**src/rtl/demux_1x8_dispatcher.sv**
```systemverilog
// ---------------------------------------------------------------------------
// demux_1x8_dispatcher
//
// Sequencing front-end for a 1x8 demultiplexer. Words arrive on a
// valid/ready input and are held in a one-word register, then offered to one
// of 8 output channels. The channel is either given with the word (directed
// mode, in_dest) or taken from a round-robin pointer (mode=1). A held word
// that is not taken within TIMEOUT cycles is dropped (directed) or moved on
// to the next channel (round-robin), so one blocked channel cannot stall the
// input forever.
//
// Ports:
//   clk         rising-edge clock
//   rst         asynchronous active-high reset
//   in_valid    input word valid
//   in_ready    dispatcher can accept a word this cycle (combinational)
//   in_data     input word (DW bits)
//   in_dest     destination channel, used in directed mode only
//   mode        0 = directed, 1 = round-robin; sampled at accept
//   out_data    held word, shared by all channels
//   out_valid   one-hot valid, bit sel set while a word is held
//   out_ready   per-channel ready
//   sel         current destination, drives the demux select
//   busy        high while a word is held
//   drop_pulse  one-cycle pulse when a word is dropped
//   drop_cnt    saturating count of dropped words
// ---------------------------------------------------------------------------
module demux_1x8_dispatcher #(
    parameter int DW      = 8,
    parameter int TIMEOUT = 15
) (
    input  logic          clk,
    input  logic          rst,
    input  logic          in_valid,
    output logic          in_ready,
    input  logic [DW-1:0] in_data,
    input  logic [2:0]    in_dest,
    input  logic          mode,
    output logic [DW-1:0] out_data,
    output logic [7:0]    out_valid,
    input  logic [7:0]    out_ready,
    output logic [2:0]    sel,
    output logic          busy,
    output logic          drop_pulse,
    output logic [7:0]    drop_cnt
);

    typedef enum logic [0:0] {
        IDLE = 1'b0,
        HOLD = 1'b1
    } state_t;

    state_t      state_r;
    logic [2:0]  rr_ptr_r;
    logic [7:0]  stall_cnt_r;
    logic        m_q_r;

    logic        deliver_s;
    logic        accept_s;
    logic        timeout_s;
    logic [2:0]  next_sel_s;

    // One-hot channel valid vector for a channel index.
    function automatic logic [7:0] onehot8(input logic [2:0] idx);
        onehot8 = 8'(8'd1 << idx);
    endfunction

    // Handshake decode: delivery, accept and timeout conditions for this cycle.
    always_comb begin
        deliver_s  = 1'b0;
        accept_s   = 1'b0;
        timeout_s  = 1'b0;
        in_ready   = 1'b0;
        next_sel_s = 3'd0;
        if (state_r == HOLD) begin
            deliver_s = out_ready[sel];
        end else begin
            deliver_s = 1'b0;
        end
        // A delivery frees the holding register in the same cycle, which is
        // what allows one word per cycle back-to-back.
        in_ready  = (state_r == IDLE) || deliver_s;
        accept_s  = in_valid && in_ready;
        // Delivery has priority: the timeout only fires without a delivery.
        timeout_s = (state_r == HOLD) && !deliver_s &&
                    (stall_cnt_r == 8'(TIMEOUT - 1));
        if (mode) begin
            next_sel_s = rr_ptr_r;
        end else begin
            next_sel_s = in_dest;
        end
    end

    // Holding register, FSM, round-robin pointer, stall timer and drop counter.
    always_ff @(posedge clk or posedge rst) begin
        if (rst) begin
            state_r     <= IDLE;
            out_data    <= '0;
            out_valid   <= 8'd0;
            sel         <= 3'd0;
            busy        <= 1'b0;
            rr_ptr_r    <= 3'd0;
            stall_cnt_r <= 8'd0;
            m_q_r       <= 1'b0;
            drop_pulse  <= 1'b0;
            drop_cnt    <= 8'd0;
        end else begin
            drop_pulse <= 1'b0;
            if (accept_s) begin
                state_r     <= HOLD;
                out_data    <= in_data;
                sel         <= next_sel_s;
                out_valid   <= onehot8(next_sel_s);
                busy        <= 1'b1;
                m_q_r       <= mode;
                stall_cnt_r <= 8'd0;
                if (mode) begin
                    rr_ptr_r <= rr_ptr_r + 3'd1;
                end
            end else if (deliver_s) begin
                state_r   <= IDLE;
                out_valid <= 8'd0;
                busy      <= 1'b0;
            end else if (state_r == HOLD) begin
                if (timeout_s) begin
                    if (!m_q_r) begin
                        state_r    <= IDLE;
                        out_valid  <= 8'd0;
                        busy       <= 1'b0;
                        drop_pulse <= 1'b1;
                        if (drop_cnt != 8'hFF) begin
                            drop_cnt <= drop_cnt + 8'd1;
                        end
                    end else begin
                        // Re-route to the next channel; the pointer skips past
                        // it so the next new word does not land there too.
                        sel         <= sel + 3'd1;
                        out_valid   <= onehot8(sel + 3'd1);
                        stall_cnt_r <= 8'd0;
                        rr_ptr_r    <= sel + 3'd2;
                    end
                end else begin
                    stall_cnt_r <= stall_cnt_r + 8'd1;
                end
            end
        end
    end

endmodule

```
**config.mk**
```make
export PLATFORM = sky130hd
export DESIGN_NAME = demux_1x8_dispatcher
export DESIGN_NICKNAME = d
export VERILOG_FILES = /design/src/rtl/demux_1x8_dispatcher.sv
export SDC_FILE = /design/constraint.sdc
export NUM_CORES = 1
export LEC_CHECK = 0
export CAP_MARGIN = 20
export CORE_MARGIN = 2
export CORE_UTILIZATION = 68
export CTS_CLUSTER_DIAMETER = 120
export CTS_CLUSTER_SIZE = 30
export DETAILED_ROUTE_END_ITERATION = 6
export DONT_BUFFER_PORTS = 1
export PLACE_DENSITY = 0.84
export SLEW_MARGIN = 20
export SYNTH_ARGS = -nofsm -noshare
export SYNTH_HDL_FRONTEND = slang
export SYNTH_SLANG_ARGS = --single-unit
```
**constraint.sdc**
```tcl
create_clock -name clk -period 5.49 [get_ports clk]
set_input_delay 0.549 -clock clk [delete_from_list [all_inputs] [get_ports clk]]
set_output_delay 0.549 -clock clk [all_outputs]
set_load 0.03 [all_outputs]
```
==> impl_summary.md, run 1 <==
Layout
Of the cells placed in the final design, the portion with a size suffix greater than 1 is 12.76%. The net count reported at finish is 274. Counting the fill cells in the layout gives 265.

Leaving out fill and tap cells, the most frequent cell in the layout is sky130_fd_sc_hd__dfrtp_1. Relative to the synthesized area, the layout overhead comes to 5.247%. 0 antenna diodes ended up in the layout. Leaving out fill and tap cells, the most frequent cells in the layout are 42 x sky130_fd_sc_hd__dfrtp_1, 35 x sky130_fd_sc_hd__nand2_1, 18 x sky130_fd_sc_hd__inv_1, 12 x sky130_fd_sc_hd__mux2i_1, 9 x sky130_fd_sc_hd__ha_1.

Timing
Based on the critical path, the design can be clocked at up to 0.3175 GHz. The final setup violation count is 0. The share of the clock period used by the worst path after layout is 57.37%.

The total count of hold-check failures in the final report is 0. Setup repair after global routing left no endpoint under its margin. The slew at the pin closest to its max-slew limit is 0.7823 ns. The shortest clock period the worst path allows after layout is 3.149 ns.

The max-slew violation count is 0. The setup TNS is 0 ns. The worst pin sits at a relative slew slack of 47.85%. For the final database, setup skew stands at 0.008653 ns.

Power
In this run the static leakage power is 1.201 nW. After layout, the design draws a total of 1.547 mW. The worst-case IR drop observed on VDD is 0.0003076 V. The power per unit of standard cell area is 581.5 mW/mm^2.

Clock network
The clock drives 42 sinks. The register clock-pin slew on the reported worst setup and hold paths is 0.09 ns. Hold repair after CTS inserted 0 buffers. The clock latency at the later pin of the worst-skew pair is 0.29 ns. The total of cells resized after clock tree synthesis is 0. The clock tree buffer depth is 2. The total number of H-tree levels is 2. The clock tree from TritonCTS is yes. The tree is rooted in a sky130_fd_sc_hd__clkbuf_8. Once the clock tree was built, the setup fixing pass inserted 0 buffers. Counting the buffers created by CTS gives 5.

Critical path
The kind of critical path is flip-flop to output port. The critical path ends at in_ready. In this run the register-to-register setup slack is 2.67 ns.

The worst-path maximum fanout is 13. The endpoint identified for the worst register-to-register timing path is out_valid[3]. The kind of start point of the critical path is a flip-flop. The cell count of the worst reg-to-reg path is 5.

The data required time at the worst endpoint is 4.94 ns. The worst setup path is captured at an output port. The launch point of the critical path is sel[0]. The reg-to-reg startpoint is sel[0]. The critical path arrival is 2.60 ns.

Drt
The residual antenna-violating net count after detailed routing is 0. The initial DRC count is 113. The vias per cell is 6.244. For this block, the routed nets add up to 5.019 mm of wire. The first-pass iteration count of the detailed router is 4. The via count of the routed design is 1,817. For this run, design rule violations remaining after detail routing come to 0. After detailed routing, the average wire length per cell comes to 17.25 um.

Synth
The Yosys step of the flow raised 0 warnings. The synthesized net count is 275. A synthesized cell averages 10.40 um^2. Sequential elements use 41.58% of the synthesized area. The prevailing post-synth register cell is sky130_fd_sc_hd__dfrtp_1.

Synthesis inferred 42 register bits. The netlist area before placement is 0.002527 mm^2. Counting every instance in the synthesized netlist gives 243. Counting distinct cell types in the post-synthesis netlist gives 58. Yosys mapped a number of flops with a built-in enable equal to 0. In the synthesized netlist the async set-or-reset flop fraction comes to 100.0%.

Global route
The maximum number of pins on one net before global-route repair is 43. The final global-route overflow total is 0. The initial antenna violation count is 0. For this run, global-route usage on met1 was measured as 35.75%.

The met2 usage in global routing is 40.85%. The via count of the first global-routing pass is 1,776. The global routing stage identified its most utilized layer as met2. The overall fraction of global-route tracks in use is 25.69%. Global routing consumed, on the met3 layer, 6.944% of the routing resources. The wire length of the first global-routing pass is 8.376 mm.

Outcome
The flow ran to the end, and the final reports show no timing, DRC or antenna violations.

Die
The height of the die is 64.97 um. The initial standard-cell utilization of the core is 70.09%. In this run the horizontal extent of the chip is 64.97 um. The core area is 0.003606 mm^2. The floorplan step defined a die boundary enclosing 0.004220 mm^2. For this design the top-level I/O count stands at 53. After floorplanning, the core was divided into 22 placement rows.

Placed design
Buffers placed on the I/O ports in this run total 0. The post-detailed-placement half-perimeter wirelength is 3.580 mm. The final weighted congestion in routability-driven placement is 0.8619.

Run
The max capacitance violation total is 0.

Worst hold path
The path class of the tightest hold or removal check is input pin to asynchronous set/reset pin.
registers in the layout, summed over array words and instances (netlist names):
name and flops:
rr_ptr_r 3, sel 3, out_valid 8, busy 1
drop_cnt 8, drop_pulse 1, stall_cnt_r 8, m_q_r 1
out_data 8, state_r 1
worst min-delay path by stage:
stage                           endpoint  depth (start not counted)
final                             sel[0]                          2
after global routing         drop_cnt[7]                          2
after CTS                    out_data[6]                          2
after detailed placement  stall_cnt_r[5]                          1
after global placement    stall_cnt_r[6]                          2
after floorplan                    m_q_r                          2
synth_stat cells, types with 2 or more instances:
master,instances,area share [%]
sky130_fd_sc_hd__xor2_1,2,0.69
sky130_fd_sc_hd__nor3_1,2,0.40
sky130_fd_sc_hd__and3_1,5,1.2
sky130_fd_sc_hd__nand3_1,5,0.99
sky130_fd_sc_hd__a32o_1,4,1.6
sky130_fd_sc_hd__dfrtp_1,42,42
sky130_fd_sc_hd__and2_1,8,2.0
sky130_fd_sc_hd__xnor2_1,7,2.4
sky130_fd_sc_hd__nor2_1,6,0.89
sky130_fd_sc_hd__mux2_2,5,2.2
sky130_fd_sc_hd__o31ai_1,2,0.59
sky130_fd_sc_hd__buf_2,2,0.40
sky130_fd_sc_hd__a21oi_1,5,0.99
sky130_fd_sc_hd__ha_1,9,4.5
sky130_fd_sc_hd__a211oi_1,3,0.89
sky130_fd_sc_hd__buf_6,5,2.2
sky130_fd_sc_hd__nand4_1,8,2.0
sky130_fd_sc_hd__inv_1,18,2.7
sky130_fd_sc_hd__a31o_1,2,0.69
sky130_fd_sc_hd__nand2b_1,4,0.99
sky130_fd_sc_hd__nor2b_1,3,0.74
sky130_fd_sc_hd__o22a_2,2,0.79
sky130_fd_sc_hd__mux2i_1,12,4.8
sky130_fd_sc_hd__nand2_1,35,5.2
sky130_fd_sc_hd__and4_1,3,1.0
sky130_fd_sc_hd__o31ai_4,2,1.7
sky130_fd_sc_hd__or3_1,3,0.74
sky130_fd_sc_hd__a22oi_1,5,1.5
sky130_fd_sc_hd__o21ai_0,5,0.99
final cells by class:
class	count	area, um^2	share of cell area [%]
inverters	18	67.56	2.540
clock inverters	2	60.06	2.258
well taps	48	60.06	2.258
flip-flops and latches	42	1051	39.51
clock buffers	6	82.58	3.104
repair buffers	2	15.01	0.5644
multi-input cells	173	1324	49.76
routing by layer:
layer / wire, um / up-vias
li1: - / 870
met1: 2313 / 887
met2: 2342 / 55
met3: 325 / 5
met4: 37 / 0
met5: 0 / -
stage by stage:
stage          instances  utilization (%)  instance area (um^2)  hold WS, ns  setup WS [ns]
2_1_floorplan        243                -                  2527       0.5311          3.198
3_3_place_gp         283            69.81                  2517       0.5758          2.730
3_5_place_dp         283            69.81                  2517       0.5864          2.651
4_1_cts              291            73.77                  2660       0.2831          2.325
5_1_grt              291            73.77                  2660       0.3136          2.174
6_report             291            73.77                  2660       0.2668          2.341
cells by family after synthesis:
kind of cell               count (synthesis)  share of synthesized area (%)
and+or+nand+nor                           90                          20.30
AOI/OAI and AO/OA                         46                          16.09
DFF                                       42                          41.58
buffers and inverters                     28                          6.039
muxes                                     19                          8.416
xor gates and xnor gates                   9                          3.119
adders and majority gates                  9                          4.456
report_power, final:
group          switching, mW  internal [mW]
clock network          0.108          0.194
registers              0.263          0.406
logic                  0.343          0.233
total                  0.714          0.833
worst max-delay path, cell delays in order, from the launching register on:
cell and delay (ns):
sky130_fd_sc_hd__dfrtp_1 0.85, sky130_fd_sc_hd__mux2i_4 0.35, sky130_fd_sc_hd__o22ai_2 0.26, sky130_fd_sc_hd__nor3_2 0.51, sky130_fd_sc_hd__inv_1 0.32
(Power assumes the default switching activity.)
==> run 2: changes to the inputs <==
--- a/config.mk
+++ b/config.mk
@@ -5,14 +5,15 @@
 export SDC_FILE = /design/constraint.sdc
 export NUM_CORES = 1
 export LEC_CHECK = 0
+export ABC_AREA = 1
 export CAP_MARGIN = 20
 export CORE_MARGIN = 2
-export CORE_UTILIZATION = 68
+export CORE_UTILIZATION = 63
 export CTS_CLUSTER_DIAMETER = 120
 export CTS_CLUSTER_SIZE = 30
 export DETAILED_ROUTE_END_ITERATION = 6
 export DONT_BUFFER_PORTS = 1
-export PLACE_DENSITY = 0.84
+export PLACE_DENSITY = 0.79
 export SLEW_MARGIN = 20
 export SYNTH_ARGS = -nofsm -noshare
 export SYNTH_HDL_FRONTEND = slang
==> constraint.sdc (replaced) <==
create_clock -name clk -period 3 [get_ports clk]
set_input_delay 0.3 -clock clk [delete_from_list [all_inputs] [get_ports clk]]
set_output_delay 0.3 -clock clk [all_outputs]
set_load 0.03 [all_outputs]
==> impl_summary.md, run 2 <==
Outcome
The run finished with clean final reports.

Synth
The most common cell in the synthesized netlist is sky130_fd_sc_hd__nand2_1. The Yosys step of the flow raised 0 warnings. The commonest cells after synthesis are 165 x sky130_fd_sc_hd__nand2_1, 42 x sky130_fd_sc_hd__dfrtp_1, 33 x sky130_fd_sc_hd__inv_1. In this run, distinct cell masters in the synthesized netlist total 26. The synthesized design contains 42 register bits. Of the post-synthesis cell area, the part taken by muxes is 0%.

The cell count after synthesis came out at 369. The netlist area before placement is 0.002606 mm^2. The adder-cell area share of the yosys netlist is 4.321%. The synthesized design contains 0 enable-type register cells. Summed over all instances, the cell type with the most area after synthesis is sky130_fd_sc_hd__dfrtp_1.

Of the total synthesized cell area, the portion taken by XOR and XNOR cells is 5.041%. The mean cell area of the mapped netlist is 7.063 um^2. The prevailing post-synth register cell is sky130_fd_sc_hd__dfrtp_1. The async set or reset register ratio after synthesis is 100.0%.

After synthesis, the cell types taking the most area are sky130_fd_sc_hd__dfrtp_1 40%, sky130_fd_sc_hd__nand2_1 24%, sky130_fd_sc_hd__inv_1 4.8%. The area share of and/or/nand/nor cells after synthesis is 39.70%. After synthesis, the largest family of logic cells by area is simple AND/OR/NAND/NOR gates. Summing the areas of all compound-gate instances in the mapped netlist gives 3.169% of the synthesized area. The sequential-to-total area share from yosys stat is 40.33%. After synthesis, the largest area contributor takes up 40.33% of total cell area. The synthesized net count is 401.

Drt
The average detailed-routed wire length per instance is 12.64 um. The first-pass iteration count of the detailed router is 4. The initial DRC count is 116.

Dividing the detail-routed via count by the number of cells gives 5.209. The detailed router placed 2,198 vias in this run. Wires add up to 5.332 mm. The remaining design rule violation count is 0.

The detail route stage leaves a number of antenna-violating nets equal to 0.

Timing
The worst pin sits at a relative slew slack of 44.75%. Static timing analysis puts the maximum clock frequency at 0.4203 GHz. The slew at the pin closest to its max-slew limit is 0.8201 ns.

Setup repair after global routing left no endpoint under its margin. The worst-case clock skew is 0.008583 ns. The shortest clock period the worst path allows after layout is 2.379 ns. The final setup violation count is 0. The total count of hold-check failures in the final report is 0.

Adding up every negative setup slack in the final design gives 0 ns. The final critical-path setup slack is 0.6208 ns. The share of the clock period used by the worst path after layout is 79.31%. Across all hold checks on the routed design, the worst slack comes to 0.1071 ns. The max-slew violation count is 0.

Critical path
The number of buffers and inverters on the critical path is 2. The setup path with the least slack is of type flip-flop to flip-flop. The signal on the critical path passes through inv_2 -> nand2_1 -> nand3_1 -> nand2_1 -> nand2_2 -> nand3_4 -> nand2_4 -> inv_2 -> nand2_1 -> nand2_1 -> nand2_1 -> nand2_1. The worst-path maximum fanout is 23.

For this run, the slowest stage of the critical path takes 0.72 ns. The top cell family by delay on the critical path is simple AND/OR/NAND/NOR gates. Data arrives at the worst endpoint at 2.61 ns.

The worst-case register-to-register setup slack is 0.62 ns. The category of the worst setup path capture point is a flip-flop. STA classifies the critical path startpoint as a flip-flop. By instance count, the cell type seen most on the critical path is sky130_fd_sc_hd__nand2_1. For this design, the slowest cell found on the critical path is sky130_fd_sc_hd__dfrtp_1. The data required time at the worst endpoint is 3.23 ns.

Global route
The initial antenna violation count is 0. The overall fraction of global-route tracks in use is 25.44%. The via count of the first global-routing pass was 2,114.

After global routing the overflow that remains totals 0. The maximum number of pins on one net before global-route repair is 35. The wire length of the first global-routing pass is 8.901 mm.

Clock network
The clock tree buffer depth is 2. Clock-pin slew was measured on the worst setup and hold paths at 0.08 ns. The H-tree was split into 2 levels. The cell at the root of the clock tree is sky130_fd_sc_hd__clkbuf_8. The clock latency at the later pin of the worst-skew pair is 0.30 ns. TritonCTS built the clock tree. The number of sinks handled by clock tree synthesis is 42. Buffers inserted during clock tree synthesis total 5.

Placed design
The post-detailed-placement half-perimeter wirelength is 3.886 mm. The setup slack at placement is 0.6794 ns. The count of buffers added on input and output ports is 0. At the end of routability-driven placement, the weighted congestion stood at 0.8796.

Die
In this run the standard cell core region covers 0.004000 mm^2. The height of the die is 68.32 um. The number of top-level pins is 53. The floorplan step set the die width to 68.32 um.

The number of core rows is 23. For this configuration, the core starts out at a cell density of 65.15%. The die covers 0.004668 mm^2.

Layout
Relative to the synthesized area, the layout overhead comes to 4.561%. The commonest non-fill, non-tap cell in the layout is sky130_fd_sc_hd__nand2_1. The library cells used most frequently in the layout, excluding fill and tap cells, are 165 x sky130_fd_sc_hd__nand2_1, 42 x sky130_fd_sc_hd__dfrtp_1, 33 x sky130_fd_sc_hd__inv_1, 30 x sky130_fd_sc_hd__nor2_1, 22 x sky130_fd_sc_hd__nand3_1.

The share of cells above drive strength 1 is 7.796%. For this run, the post-layout net count is 403. The filler cells instantiated in the layout total 381.

The number of antenna cells inserted is 0.

Power
The worst-case IR drop observed on VDD is 0.0006748 V. In this run the static leakage power is 1.569 nW. The final total power is 2.754 mW. The power per unit of standard cell area is 1011 mW/mm^2.

Worst hold path
The worst hold path belongs to the class input pin to flip-flop.

Run
The max capacitance violation total is 0.
==> run 2: cell count changes in the layout (fill, tap and decap cells not counted), moves of 12 or more <==
cell,before,now
sky130_fd_sc_hd__mux2i_1,12,0
sky130_fd_sc_hd__nand2_1,35,165
sky130_fd_sc_hd__nor2_1,6,30
sky130_fd_sc_hd__inv_1,18,33
sky130_fd_sc_hd__nand3_1,5,22
==> run 2: power breakdown <==
part	internal [mW]	switching (mW)	total, mW
registers	0.752	0.482	1.23
clock network	0.164	0.197	0.362
logic	0.362	0.796	1.16
total	1.28	1.48	2.75
==> run 2: layer usage <==
metal	track usage (%)	share of wire [%]
met5	0	0
met4	7.250	1.0
met3	6.414	6.9
met2	43.57	47
met1	31.66	45
==> run 2: cells by family (layout without fill, tap and decap cells) <==
| family | after synthesis | after routing |
|---|---|---|
| DFF | 42 | 42 |
| buffers and inverters | 46 | 49 |
| xor gates and xnor gates | 15 | 15 |
| and+or+nand+nor | 241 | 241 |
| adders and majority gates | 9 | 9 |
| AOI/OAI and AO/OA | 16 | 16 |
==> run 2: metrics by stage <==
step,instance area (um^2),util [%],cells
2_1_floorplan,2606,-,369
5_1_grt,2725,68.13,422
3_3_place_gp,2629,65.72,413
4_1_cts,2725,68.13,422
6_report,2725,68.13,422
3_5_place_dp,2629,65.72,413
==> run 2: worst register-to-register path, delay by kind of cell (launching register included) <==
family                 cells  cell delay (ns)
AND/OR/NAND/NOR           10             1.11
flip-flops                 1             0.72
buffers and inverters      2             0.51
==> run 2: worst paths after layout <==
kind	from	to	depth (start not counted)
max	sel[0]	out_valid[3]	12
max reg2reg	sel[0]	out_valid[3]	12
min	in_data[4]	out_data[4]	2
min reg2reg	rr_ptr_r[0]	rr_ptr_r[0]	2
max in group asynchronous	rst	rr_ptr_r[0]	3
min in group asynchronous	rst	out_valid[1]	2
==> run 2: area by class of cell <==
type	instances	area [um^2]	share of cell area (%)
Multi-Input combinational cell	281	1361	49.95
Sequential cell	42	1051	38.57
Inverter	39	146.4	5.372
Clock buffer	6	72.57	2.663
Tap cell	50	62.56	2.296
Timing Repair Buffer	2	17.52	0.6428
Clock inverter	2	13.76	0.5051
==> run 2: repair_timing <==
item	in CTS	in global routing
endpoints found under the hold margin	8	0
hold buffers	1	0
resized for setup	0	0
buffers inserted	0	0
==> run 3: changes to the inputs <==
--- a/config.mk
+++ b/config.mk
@@ -5,7 +5,7 @@
 export SDC_FILE = /design/constraint.sdc
 export NUM_CORES = 1
 export LEC_CHECK = 0
-export ABC_AREA = 1
+export ABC_AREA = 0
 export CAP_MARGIN = 20
 export CORE_MARGIN = 2
 export CORE_UTILIZATION = 63
==> constraint.sdc (replaced) <==
create_clock -name clk -period 2.3 [get_ports clk]
set_input_delay 0.23 -clock clk [delete_from_list [all_inputs] [get_ports clk]]
set_output_delay 0.23 -clock clk [all_outputs]
set_load 0.03 [all_outputs]
==> impl_summary.md, run 3 (synthesis gave the netlist of run 1 again) <==
Timing
The final critical path takes up 93.34% of the cycle. Setup violations remaining at the end of the flow were counted as 0. Between clock sinks in the finished design, the worst skew comes to 0.004723 ns. For the final routed database, the setup TNS stands at 0 ns.

Setup repair after global routing left no endpoint under its margin. The worst max-slew margin expressed relative to the limit is 66.56%. Subtracting the final worst setup slack from the clock period gives 2.147 ns. The max-slew violation count came to 0. Based on the critical path, the design can be clocked at up to 0.4658 GHz.

The total count of hold-check failures in the final report is 0. The slew at the pin closest to its max-slew limit is 0.4877 ns. Across all hold checks on the routed design, the worst slack comes to 0.03649 ns.

Clock network
TritonCTS built the clock tree. The tree is rooted in a sky130_fd_sc_hd__clkbuf_8. For this design, the sink count on the clock tree is 42. The number of buffers inserted to repair setup after CTS is 0. The total number of H-tree levels is 2. The register clock-pin slew on the reported worst setup and hold paths is 0.08 ns. In this run the deepest clock path goes through 2 buffers. At the later pin of the worst-skew pair, clock insertion delay measures 0.30 ns.

The number of clock buffers added by TritonCTS is 5.

Drt
The average detailed-routed wire length per instance is 16.58 um. Summed over all layers, the routed wires come to 5.122 mm. In the routed design, unresolved DRC markers number 0. The detailed router placed 1,886 vias in this run.

The initial DRC count is 83. The residual antenna-violating net count after detailed routing is 0. Dividing the detail-routed via count by the number of cells gives 6.104. The first-pass iteration count of the detailed router is 4.

Run
The max capacitance violation total is 0.

Global route
The maximum number of pins on one net before global-route repair is 43. The first global-routing pass estimated 8.369 mm of wire. Across every metal layer, demand over resource in global routing totals 24.79%. The initial antenna violation count is 0. The via count of the first global-routing pass is 1,816. The total overflow left after global routing is 0.

Critical path
The category of the worst setup path capture point is an output port. STA classifies the critical path startpoint as a flip-flop. The critical path arrival is 1.92 ns. The kind of critical path is flip-flop to output port. The worst-path maximum fanout is 12. The data required time at the worst endpoint is 2.07 ns.

Outcome
The flow ran to the end, and the final reports show no timing, DRC or antenna violations.

Die
The die is 67.34 um tall. The initial utilization of the core area, before any placement, comes to 64.11%. The floorplan step defined a die boundary enclosing 0.004535 mm^2. The number of core rows is 23. The number of top-level pins is 53. In this run the horizontal extent of the chip is 67.34 um. The floorplan step defined a core boundary enclosing 0.003943 mm^2.

Placed design
The post-detailed-placement half-perimeter wirelength is 3.778 mm. The final weighted congestion in routability-driven placement is 0.8374. Counting tap cells, the placed design contains a total of 300 instances. The count of input and output buffers is 0. The standard cell area after detailed placement is 0.002633 mm^2.

Power
The total leakage power is 1.256 nW. The peak supply drop is 0.0008693 V. The power per unit of standard cell area is 1326 mW/mm^2.

Layout
Relative to the synthesized area, the layout overhead comes to 8.564%. Leaving out fill and tap cells, the most frequent cells in the layout are 41 x sky130_fd_sc_hd__dfrtp_1, 35 x sky130_fd_sc_hd__nand2_1, 18 x sky130_fd_sc_hd__inv_1, 16 x sky130_fd_sc_hd__buf_4, 12 x sky130_fd_sc_hd__mux2i_1. The net count of the finished layout is 290. The final design area excluding fillers is 0.002744 mm^2. Leaving out fill and tap cells, the most frequent cell in the layout is sky130_fd_sc_hd__dfrtp_1. The number of cells in the finished layout apart from fillers is 309. The share of cells above drive strength 1 is 18.15%. The repair_antennas step left the layout with diodes totalling 0.

Worst hold path
The tightest min-delay check is of the input pin to flip-flop type.
-- run 3: cell count changes in the layout (fill, tap and decap cells not counted), sizes merged, moves of 6 or more --
cell | previous run | this run
inv | 39 | 18
a21oi | 0 | 6
nor2 | 33 | 6
xor2 | 10 | 2
nand2 | 171 | 35
o21ai | 15 | 6
and2 | 0 | 8
buf | 1 | 17
nand3 | 23 | 5
mux2i | 0 | 14
-- run 3: metal layers --
metal	vias to the layer above	track usage, %	wire length, um
met5	-	0	0
met4	0	10.97	43
met3	4	6.833	387
met2	77	37.75	2463
met1	907	33.22	2227
li1	898	-	-
-- run 3: critical path, cell delays in order (launching register included) --
cell	delay, ns
sky130_fd_sc_hd__dfrtp_2	0.48
sky130_fd_sc_hd__nand2b_1	0.18
sky130_fd_sc_hd__o22ai_1	0.21
sky130_fd_sc_hd__buf_6	0.22
sky130_fd_sc_hd__nor3_4	0.07
sky130_fd_sc_hd__buf_4	0.17
sky130_fd_sc_hd__inv_1	0.11
sky130_fd_sc_hd__buf_4	0.18
-- run 3: final cells by class --
type                    count  area, um^2
multi-input cells         173        1330
fillers                   288        1199
flip-flops and latches     42        1052
repair buffers             18       141.4
clock buffers               5       68.82
inverters                  18       67.56
well taps                  50       62.56
clock inverters             3       21.27
-- run 3: final timing paths --
| check | slack [ns] | from | end | cells past startpoint |
|---|---|---|---|---|
| setup / recovery | 0.15 | sel[0] | in_ready | 7 |
| max in group asynchronous | 1.40 | rst | sel[0] | 3 |
| setup reg to reg | 0.22 | sel[1] | out_valid[1] | 7 |
| min in group asynchronous | 0.51 | rst | rr_ptr_r[2] | 3 |
| hold / removal | 0.04 | in_data[6] | out_data[6] | 2 |
| hold reg to reg | 0.59 | stall_cnt_r[6] | stall_cnt_r[6] | 2 |
-- run 3: what timing repair did --
item	in CTS	in global routing
pin swaps	0	2
endpoints found under the setup margin	1	6
resized for setup	1	2
hold buffers	1	0
hold endpoints to repair	42	0
-- run 3: metrics by stage --
step	power (mW)	utilization [%]	setup slack (ns)
finish	3.640	69.60	0.1531
global route	3.896	69.60	0.001074
CTS	3.632	69.34	0.04755
detailed placement	3.136	66.77	0.1739
global placement	3.068	66.77	0.2025
floorplan	2.772	-	0.1307
-- run 3: power by group --
group / switching (mW) / internal (mW) / total, mW
clock network: 0.266 / 0.213 / 0.479
registers: 0.529 / 0.973 / 1.50
logic: 0.961 / 0.697 / 1.66
